--- src/rtl/alu_seq.sv ---
// ---------------------------------------------------------------------------
// alu_seq -- multi-cycle datapath ALU (successor of the picoMIPS ALU)
//
// Single-cycle ops: pass-A, pass-B, add, subtract, AND, OR (code 7 = pass-A).
// Signed fixed-point multiply: iterative shift-add over N cycles on operand
// magnitudes, sign applied at the end, result = P >>> FRAC.
//
// Build option:
//   ALU_SATURATE_EN  defined   -> RADD/RSUB/RMULT clamp to the signed range
//                                 on overflow (ovf still reports 1).
//                    undefined -> results wrap to the low N bits.
//
// Parameters: N (operand width), FRAC (fractional bits of the product),
//             FW (function code width).
//
// Ports:
//   clk        in   system clock, rising edge
//   reset      in   synchronous, active-high reset
//   start      in   issue request, sampled only in IDLE
//   func       in   operation code, sampled with start
//   a, b       in   signed operands, sampled with start
//   result     out  registered result, held until the next completion
//   done       out  one-cycle pulse: result/zero/ovf were just updated
//   busy       out  high while a multiply iterates
//   zero       out  result == 0, registered with result
//   ovf        out  signed overflow of the last op, registered with result
//   dbg_state  out  current FSM state (0 = IDLE, 1 = MUL)
//
// Handshake: start is a request accepted only while IDLE (busy=0); there is
// no queueing, a start seen while busy=1 is dropped. Every accepted request
// produces exactly one done pulse (1 cycle later for single-cycle ops, N+1
// cycles later for RMULT) unless reset intervenes. A start in the done cycle
// is accepted because the FSM is already back in IDLE.
// ---------------------------------------------------------------------------
module alu_seq #(
  parameter int N    = 8,
  parameter int FRAC = 7,
  parameter int FW   = 3
) (
  input  logic          clk,
  input  logic          reset,
  input  logic          start,
  input  logic [FW-1:0] func,
  input  logic [N-1:0]  a,
  input  logic [N-1:0]  b,
  output logic [N-1:0]  result,
  output logic          done,
  output logic          busy,
  output logic          zero,
  output logic          ovf,
  output logic          dbg_state
);

  localparam int CW = (N > 1) ? $clog2(N) : 1;

  localparam logic [FW-1:0] F_RA    = FW'(0);
  localparam logic [FW-1:0] F_RB    = FW'(1);
  localparam logic [FW-1:0] F_RADD  = FW'(2);
  localparam logic [FW-1:0] F_RSUB  = FW'(3);
  localparam logic [FW-1:0] F_RMULT = FW'(4);
  localparam logic [FW-1:0] F_RAND  = FW'(5);
  localparam logic [FW-1:0] F_ROR   = FW'(6);

`ifdef ALU_SATURATE_EN
  localparam logic [N-1:0] MAX_POS = {1'b0, {(N-1){1'b1}}};
  localparam logic [N-1:0] MIN_NEG = {1'b1, {(N-1){1'b0}}};
`endif

  typedef enum logic {
    S_IDLE = 1'b0,
    S_MUL  = 1'b1
  } state_t;

  state_t r_state;
  state_t w_state_next;

  // Multiply datapath registers
  logic [CW-1:0]  r_cnt;
  logic [N-1:0]   r_mcand;
  logic [N-1:0]   r_mplier;
  logic           r_sign;
  logic [2*N-1:0] r_acc;

  // Output registers
  logic [N-1:0]   r_result;
  logic           r_done;
  logic           r_zero;
  logic           r_ovf;

  // FSM decodes
  logic w_issue_single;
  logic w_issue_mul;
  logic w_mul_last;

  // ---------------------------------------------------------------------
  // Single-cycle ALU
  // ---------------------------------------------------------------------
  logic [N-1:0] w_sum;
  logic [N-1:0] w_diff;
  logic         w_add_ovf;
  logic         w_sub_ovf;
  logic [N-1:0] w_alu_res;
  logic         w_alu_ovf;

  assign w_sum     = a + b;
  assign w_diff    = a - b;
  // Overflow: operand signs agree (b inverted for sub) but result sign differs.
  assign w_add_ovf = (a[N-1] == b[N-1]) && (w_sum[N-1]  != a[N-1]);
  assign w_sub_ovf = (a[N-1] != b[N-1]) && (w_diff[N-1] != a[N-1]);

  always_comb begin : alu_comb
    w_alu_res = a;
    w_alu_ovf = 1'b0;
    case (func)
      F_RA:   w_alu_res = a;
      F_RB:   w_alu_res = b;
      F_RADD: begin
        w_alu_res = w_sum;
        w_alu_ovf = w_add_ovf;
`ifdef ALU_SATURATE_EN
        // On overflow the true sum has the sign of the operands.
        if (w_add_ovf) w_alu_res = a[N-1] ? MIN_NEG : MAX_POS;
`endif
      end
      F_RSUB: begin
        w_alu_res = w_diff;
        w_alu_ovf = w_sub_ovf;
`ifdef ALU_SATURATE_EN
        // On overflow the true difference has the sign of a.
        if (w_sub_ovf) w_alu_res = a[N-1] ? MIN_NEG : MAX_POS;
`endif
      end
      F_RAND: w_alu_res = a & b;
      F_ROR:  w_alu_res = a | b;
      default: w_alu_res = a;
    endcase
  end

  // ---------------------------------------------------------------------
  // Iterative multiply
  // ---------------------------------------------------------------------
  // Magnitudes are N-bit unsigned so |-2^(N-1)| = 2^(N-1) is representable.
  logic [N-1:0]   w_abs_a;
  logic [N-1:0]   w_abs_b;
  logic [2*N-1:0] w_partial;
  logic [2*N-1:0] w_acc_next;
  logic [2*N-1:0] w_prod;
  logic [2*N-1:0] w_shift;
  logic           w_mul_ovf;
  logic [N-1:0]   w_mul_res;

  assign w_abs_a    = a[N-1] ? -a : a;
  assign w_abs_b    = b[N-1] ? -b : b;
  assign w_partial  = r_mplier[r_cnt] ? ({{N{1'b0}}, r_mcand} << r_cnt) : '0;
  assign w_acc_next = r_acc + w_partial;
  // Max magnitude is 2^(2N-2), so the signed 2N-bit product cannot overflow.
  assign w_prod     = r_sign ? -w_acc_next : w_acc_next;
  assign w_shift    = (2*N)'($signed(w_prod) >>> FRAC);
  // In range iff all bits from N-1 upward are copies of the sign bit.
  assign w_mul_ovf  = !((&w_shift[2*N-1:N-1]) || (~|w_shift[2*N-1:N-1]));

  always_comb begin : mul_res_comb
    w_mul_res = w_shift[N-1:0];
`ifdef ALU_SATURATE_EN
    if (w_mul_ovf) w_mul_res = w_prod[2*N-1] ? MIN_NEG : MAX_POS;
`endif
  end

  // ---------------------------------------------------------------------
  // Control FSM
  // ---------------------------------------------------------------------
  always_ff @(posedge clk) begin : fsm_state_reg
    if (reset) r_state <= S_IDLE;
    else       r_state <= w_state_next;
  end

  always_comb begin : fsm_next
    w_state_next   = r_state;
    w_issue_single = 1'b0;
    w_issue_mul    = 1'b0;
    w_mul_last     = 1'b0;
    case (r_state)
      S_IDLE: begin
        if (start) begin
          if (func == F_RMULT) begin
            w_issue_mul  = 1'b1;
            w_state_next = S_MUL;
          end else begin
            w_issue_single = 1'b1;
          end
        end
      end
      S_MUL: begin
        if (r_cnt == CW'(N-1)) begin
          w_mul_last   = 1'b1;
          w_state_next = S_IDLE;
        end
      end
      default: w_state_next = S_IDLE;
    endcase
  end

  // ---------------------------------------------------------------------
  // Datapath registers
  // ---------------------------------------------------------------------
  always_ff @(posedge clk) begin : dp_regs
    if (reset) begin
      r_cnt    <= '0;
      r_mcand  <= '0;
      r_mplier <= '0;
      r_sign   <= 1'b0;
      r_acc    <= '0;
      r_result <= '0;
      r_done   <= 1'b0;
      r_zero   <= 1'b0;
      r_ovf    <= 1'b0;
    end else begin
      r_done <= 1'b0;

      if (w_issue_single) begin
        r_result <= w_alu_res;
        r_zero   <= (w_alu_res == '0);
        r_ovf    <= w_alu_ovf;
        r_done   <= 1'b1;
      end

      if (w_issue_mul) begin
        r_mcand  <= w_abs_a;
        r_mplier <= w_abs_b;
        r_sign   <= a[N-1] ^ b[N-1];
        r_acc    <= '0;
        r_cnt    <= '0;
      end

      if (r_state == S_MUL) begin
        r_acc <= w_acc_next;
        r_cnt <= r_cnt + CW'(1);
      end

      if (w_mul_last) begin
        r_cnt    <= '0;
        r_result <= w_mul_res;
        r_zero   <= (w_mul_res == '0);
        r_ovf    <= w_mul_ovf;
        r_done   <= 1'b1;
      end
    end
  end

  assign result    = r_result;
  assign done      = r_done;
  assign busy      = (r_state == S_MUL);
  assign zero      = r_zero;
  assign ovf       = r_ovf;
  assign dbg_state = r_state;

endmodule
--- config.mk ---
export PLATFORM = sky130hd
export DESIGN_NAME = alu_seq
export DESIGN_NICKNAME = d
export VERILOG_FILES = /design/src/rtl/alu_seq.sv
export SDC_FILE = /design/constraint.sdc
export NUM_CORES = 1
export LEC_CHECK = 0
export ABC_AREA = 0
export CAP_MARGIN = 15
export CORE_MARGIN = 2
export CORE_UTILIZATION = 40
export DETAILED_ROUTE_END_ITERATION = 7
export DONT_BUFFER_PORTS = 1
export PLACE_DENSITY = 0.59
export RECOVER_POWER = 50
export SLEW_MARGIN = 15
export SYNTH_ARGS = -nofsm -noshare
export SYNTH_HDL_FRONTEND = slang
export SYNTH_SLANG_ARGS = --single-unit
--- constraint.sdc ---
create_clock -name clk -period 8.55 [get_ports clk]
set_input_delay 0 -clock clk [delete_from_list [all_inputs] [get_ports clk]]
set_output_delay 0 -clock clk [all_outputs]
set_load 0.03 [all_outputs]
==> results of run 1 <==
## cell usage after synthesis, types with 8 or more instances
cell type / count / area, sq um
nand2_1: 45 / 168.9
o22ai_1: 8 / 50.05
and2_1: 8 / 50.05
nor2b_1: 10 / 62.56
nand3_1: 13 / 65.06
ha_1: 42 / 525.5
nor3_1: 22 / 110.1
o21ai_0: 32 / 160.2
inv_1: 33 / 123.9
a211oi_1: 22 / 165.2
a21oi_1: 43 / 215.2
nor2_1: 87 / 326.6
clkbuf_1: 33 / 123.9
nand2b_1: 8 / 50.05
a21o_1: 9 / 67.56
mux2i_1: 13 / 130.1
a22oi_1: 16 / 120.1
dfxtp_1: 48 / 960.9
xnor2_1: 24 / 210.2
## registers in the layout, summed over array words and instances, names as in the netlist
name      count
r_mplier      8
r_sign        1
r_mcand       8
done          1
ovf           1
r_acc        16
r_cnt         3
busy          1
zero          1
result        8
## routing by layer
layer / track usage, % / part of all wire (%) / up-vias
met3: 2.862 / 4.5 / 10
met5: 0 / 0 / -
li1: - / - / 2268
met1: 28.85 / 48 / 2098
met4: 4.959 / 1.5 / 0
met2: 34.54 / 46 / 103
## cells by family after synthesis
group	after synthesis
AND/OR/NAND/NOR	227
AO/OA/AOI/OAI	194
buffers and inverters	73
flip-flops	48
adder cells (fa/ha/maj)	45
XOR/XNOR	30
multiplexers	18
## worst paths after layout
path,endpoint,cells after the start
min,r_mplier[5],3
max reg2reg,zero,14
max,zero,14
min reg2reg,r_mplier[7],2
## worst reg2reg max path: cells and delay by family (launching register included)
| family | cells | cell delay, ns |
|---|---|---|
| simple gates | 5 | 1.54 |
| flops | 1 | 0.72 |
| mux | 2 | 0.71 |
| fa+ha+maj | 1 | 0.36 |
| compound gates | 6 | 1.26 |
## layout by cell type, fill, tap and decap left out, types with 6 or more instances in the layout
master / count
nand2_1: 45
inv_1: 33
o22ai_1: 8
a22oi_1: 16
nand2b_1: 8
a21o_1: 9
mux2i_1: 13
a31oi_1: 6
xnor2_1: 24
nor3_1: 22
dlygate4sd3_1: 13
ha_1: 42
a211oi_1: 22
nor2b_1: 10
o21ai_0: 32
nand3_1: 13
xor2_1: 6
a21oi_1: 43
nor2_1: 87
dfxtp_1: 48
## through the flow
step	std cells	instance area [sq um]	total power (uW)	setup WS, ns
2_1_floorplan	635	4705	342.0	4.233
3_3_place_gp	741	4748	356.8	4.009
3_5_place_dp	741	4748	358.2	3.888
4_1_cts	763	5092	625.9	3.853
5_1_grt	763	5089	651.2	3.498
6_report	763	5089	620.7	3.841
## final cells by class
type	count	area [sq um]	area share, %
multi-input cells	514	3466	68.11
well taps	143	178.9	3.516
inverters	34	127.6	2.508
clock buffers	5	125.1	2.459
repair buffers	16	161.4	3.172
flip-flops and latches	48	960.9	18.88
clock inverters	3	68.82	1.352
## power groups by stage
stage	registers (uW)	clock network (uW)	logic, uW
after floorplan	246	0	95.7
after global placement	249	0	108
after detailed placement	249	0	109
after CTS	244	263	119
after global routing	245	274	133
final	244	258	119
## repair_timing
action,4_1_cts,5_1_grt
endpoints found under the setup margin,0,0
endpoints found under the hold margin,48,0
setup buffers,0,0
hold buffers,14,0
==> summary.md, run 1 <==
| Metric | Value |
|---|---|
| Status | finished with violations |
| Failing checks | max-capacitance violations, max-slew violations |
| Worst Min Path Start | b[7] |
| Via density | 5.870 |
| Sw frac | 27.41% |
| Critical path's largest stage delay | 0.72 ns |
| Critical path peak fanout | 18 |
| FF+latch count, synth | 48 |
| Max Slew Vio Count | 22 |
| Fill cells | 1127 |
| Initial DRC count | 233 |
| Most frequent CP cell | o31a_1 |
| Final Skew | about 0.013 ns |
| Die height | between 100 and 150 microns |
| Core area | 11470 sq um |
| Initial antenna violation count | 0 |
| CP Capture Type | flip-flop |
| Crit path arrival time | ~4.9 ns |
| Final setup fails | 0 |
| Wire per inst | 17.12 microns |
| Via count | 4479 |
| Post-DP HPWL | 9.774 mm |
| Crit path launch type | flip-flop |
| CTS Buf Count | 5 |
| FF-to-FF setup slack | 3.84 ns |
| Largest delay share family, worst path | simple AND/OR/NAND/NOR gates |
| Xor/xnor share of the synthesized area | under 10% |
| NetSw | 170.1 uW |
| Design internal power | 450.6 uW |
| Cell Rows | 39 |
| First-pass GRT wire length | 21.78 mm |
| Number of enable flip-flop cells after synthesis | 0 |
| Tmin final | 4.709 ns |
| WS Path Type | reg2reg |
| R2r startpoint | r_cnt[0] |
| Layout cell share with drive strength beyond 1 | roughly 5.0% |
| Area grow syn2layout | 8.165% |
| Largest net degree at the start of global routing | 49 |
| GRT Total Usage | between 20% and 30% |
| Max cap viols | 1 |
| Clk sinks | 48 |
| Post-synthesis simple-gate area fraction | 23.01% |
| Power share of the clock group | 41.5% |
| Final hold slack | 0.009547 ns |
| Total Routed Length | 13.06 mm |
| Req. time, crit path | 8.73 ns |
| Maximum buffer depth of the clock tree | 2 |
| Clk slew on worst S/H paths | ~0.070 ns |
| Compound-cell area share of the yosys netlist | roughly 28% |
| Full die area | roughly 13000 sq um |
| VDD IR max | 0.09429 mV |
| RSZ-0062 raised after global routing | false |
| Comb pwr share | around a fifth |
| Worst-margin pin slew | 1.855 ns |
| Clk_lat worst skew | 0.29 ns |
| Worst path cell trace | mux4_2 -> nand2_1 -> and2_1 -> a21oi_1 -> ha_1 -> a21oi_2 -> o21bai_2 -> or3_4 -> a211oi_2 -> or4b_4 -> o31a_1 -> mux2i_1 -> and4_1 -> o31a_1 |
| Final Hold Viols | 0 |
| Post-synth ARST share | 0% |
| Vias in the first global route | 4214 |
| Worst setup startpoint | r_cnt[0] |
| Synth warn | 0 |
| Root Driver | clkbuf_16 |
| Number of I/O pins | 35 |
| Primary FF master, synth | dfxtp_1 |
| Static Leak | 0.001950 uW |
| Synthesized-area fraction occupied by adder cells | 12.45% |
| Input/output buffers | 0 |
| Highest Clock Rate | 0.2123 GHz |
| Relative slew margins | -23.69% |
| Antenna-violating nets left | 0 |
| Sequential share of power | 39.3% |
| Grt ovf | 0 |
| Resize count post-CTS | 0 |
| Die Wd | 112.5 microns |
| Power Density | about 120 nW/um^2 |
| Initial Util | 41.03% |
| CTS tree | done |
| Largest family of logic cells by synthesized area | compound AO/OA/AOI/OAI gates |
| H-tree levels | 2 |
| GPL Wtd Cong | between 0.9 and 1 |
| Syn avg cell area | 7.409 sq um |
| Core Util, Final | 44.38% |
| Antenna fix cells | 0 |
| Nets | 686 |
| CP max stage cell | dfxtp_1 |
| Mux contribution to synthesized area | under 10% |
| Syn nets | around 700 |
| Hold crit path type | in2reg |
| Syn Inst Count | ~640 |
| Final period utilization | 55.08% |
| Critical path buffers and inverters | 0 |
| Seq/Total Area, Yosys | around 20% |
| Fin Setup TNS | 0 ns |
| Unique masters post-synth | 70 |
| First drt pass iteration count | 5 |
| Post-Synthesis Cell Area | 4705 sq um |
| Drt drc | 0 |
No activity file was read; power rests on OpenSTA's default activity.
==> run 2, diff against run 1 <==
- clock period: 8.55 -> 4.5 ns (I/O delays scaled with it)
==> summary.md, run 2 (same netlist as run 1, synthesis figures left out) <==
| Metric | Value |
|---|---|
| Status | finished with violations |
| Failing checks | max-capacitance violations, max-slew violations |
| Fin Setup TNS | 0 ns (unchanged) |
| H-tree levels | 2 (unchanged) |
| Wire length on met2 | 6.267 mm (+3.6%) |
| Number of I/O pins | 35 (unchanged) |
| Metal-1 WL | 6.194 mm (-0.63%) |
| Highest Clock Rate | 0.2334 GHz (+9.9%) |
| GPL Wtd Cong | 0.9129 (-1.9%) |
| Setup repair bufs after CTS | 0 (unchanged) |
| First drt pass iteration count | 5 (unchanged) |
| Most common cell after layout, fill and taps aside | nor2_1 |
| Static Leak | 0.001995 uW (+2.3%) |
| R2R Path End | zero |
| Grt ovf | 0 (unchanged) |
| Placed Area | 4793 sq um (+0.95%) |
| PnR worst setup slack | 0.2160 ns (-3.625 ns) |
| Tmin final | 4.284 ns (-0.4254 ns) |
| Initial DRC count | 319 (+37%) |
| Nets | 695 (+1.3%) |
| Clk_lat worst skew | 0.29 ns (about the same) |
| Power Density | 229.0 nW/um^2 (+88%) |
| Pwr Total | 1183 uW (+91%) |
| Dpl ws | 0.1805 ns (-3.708 ns) |
| Vias in the first global route | 4356 (+3.4%) |
| First-pass GRT wire length | 22.43 mm (+2.9%) |
| Final setup fails | 0 (unchanged) |
| WS Path Type | reg2reg |
| Core area | 11470 sq um (unchanged) |
| CTS Buf Count | 5 (unchanged) |
| Hold Path End | r_acc[4] |
| Most frequent cells in the layout | 87 x nor2_1, 47 x dfxtp_1, 45 x nand2_1, 43 x a21oi_1, 42 x ha_1 |
| Layout cell share with drive strength beyond 1 | 6.200% (+1.2 points) |
| Die Wd | 112.5 microns (unchanged) |
| R2r startpoint | r_cnt[0] |
| Maximum buffer depth of the clock tree | 2 (unchanged) |
| Critical path peak fanout | 7 (-11) |
| Crit path arrival time | 4.47 ns (-0.42 ns) |
| Hold Path Cell Cnt | 2 (-1) |
| Final period utilization | 95.20% (+40 points) |
| Top reg by flops | r_acc |
| VDD IR max | 0.1348 mV (+43%) |
| Post-DP HPWL | 10.01 mm (+2.4%) |
| RSZ-0062 raised after global routing | false |
| Crit path launch type | flip-flop |
| Input/output buffers | 0 (unchanged) |
| Clk sinks | 48 (unchanged) |
| Max cap viols | 1 (unchanged) |
| Antenna fix cells | 0 (unchanged) |
| CTS tree | done |
| CP Capture Type | flip-flop |
| Antenna-violating nets left | 0 (unchanged) |
| Final Hold Viols | 0 (unchanged) |
| Worst Min Path Start | reset |
| Post-route design area | 5166 sq um (+1.5%) |
| Relative slew margins | -24.19% (-0.50 points) |
| Total Routed Length | 13.37 mm (+2.4%) |
| Full die area | 12650 sq um (unchanged) |
| Highest Signal Layer | met4 |
| Initial antenna violation count | 0 (unchanged) |
| Die height | 112.5 microns (unchanged) |
| Wire per inst | 17.32 microns (+1.2%) |
| Root Driver | clkbuf_16 |
| Final Skew | 0.01200 ns (-0.0008100 ns) |
| GRT Total Usage | 21.56% (+0.70 points) |
| DR WL met3 | 736 microns (+26%) |
| Via count | 4544 (+1.5%) |
| Cells on worst reg2reg path | 14 (unchanged) |
| Initial Util | 41.03% (unchanged) |
| Drt drc | 0 (unchanged) |
| Worst-margin pin slew | 1.863 ns (+0.007565 ns) |
| Area grow syn2layout | 9.814% |
| Via density | 5.886 (+0.27%) |
| Largest register FFs | 16 (unchanged) |
| Hold crit path type | in2reg |
| Clk slew on worst S/H paths | 0.07 ns (about the same) |
| Largest net degree at the start of global routing | 49 (unchanged) |
| Cell Rows | 39 (unchanged) |
| Max Slew Vio Count | 22 (unchanged) |
| Req. time, crit path | 4.68 ns (-4.05 ns) |
| FF-to-FF setup slack | 0.22 ns (-3.62 ns) |
-- run 2: cell count changes in the layout (fill, tap and decap cells not counted), sizes merged --
cell         change
dlygate4sd3      +3
buf              +6
-- run 2: layout make-up --
type	instances	area, sq um
sequential	48	962.2
tap	143	178.9
timing repair buffer	25	236.5
multi-input combinational	514	3467
clock inverter	3	68.82
clock buffer	5	125.1
fill	1133	6301
inverter	34	127.6
-- run 2: worst max path at each step --
stage                  start   end  cells after the start
finish              r_cnt[0]  zero                     14
global route        r_cnt[0]   ovf                     14
CTS                 r_cnt[0]  zero                     14
detailed placement  r_cnt[0]  zero                     14
global placement    r_cnt[0]  zero                     14
floorplan           r_cnt[0]  zero                     16
-- run 2: report_power, final --
part | leakage (uW) | internal (uW) | switching (uW) | total [uW]
combinational | 0.00151 | 101 | 130 | 231
clock | 0.0000944 | 320 | 170 | 490
sequential | 0.000390 | 437 | 24.7 | 462
total | 0.00199 | 858 | 325 | 1180
-- run 2: repair_timing --
action	in CTS	in global routing
resized for setup	0	2
endpoints found under the hold margin	48	0
setup endpoints to repair	0	5
hold buffers	17	0
-- run 2: critical path, stage by stage, from the launching register on --
cell      delay, ns
dfxtp_1        0.40
mux4_2         0.54
nand2_1        0.15
and2_2         0.23
a21oi_1        0.06
ha_1           0.36
a21oi_2        0.18
o21bai_2       0.10
or3_4          0.39
a211oi_2       0.32
or4b_4         0.55
o31a_1         0.36
mux2i_1        0.13
and4_1         0.18
o31a_1         0.23
-- run 2: stage by stage --
stage	util (%)	cells	hold slack, ns
floorplan	-	635	0.1360
global placement	41.80	747	0.07719
detailed placement	41.80	747	0.07890
CTS	45.06	772	0.01249
global route	45.05	772	0.01999
finish	45.05	772	0.01103
-- run 2: layer usage --
layer / GRT usage [%] / up-vias
li1: - / 2277
met1: 29.85 / 2124
met2: 35.82 / 127
met3: 2.592 / 16
met4: 5.366 / 0
met5: 0 / -
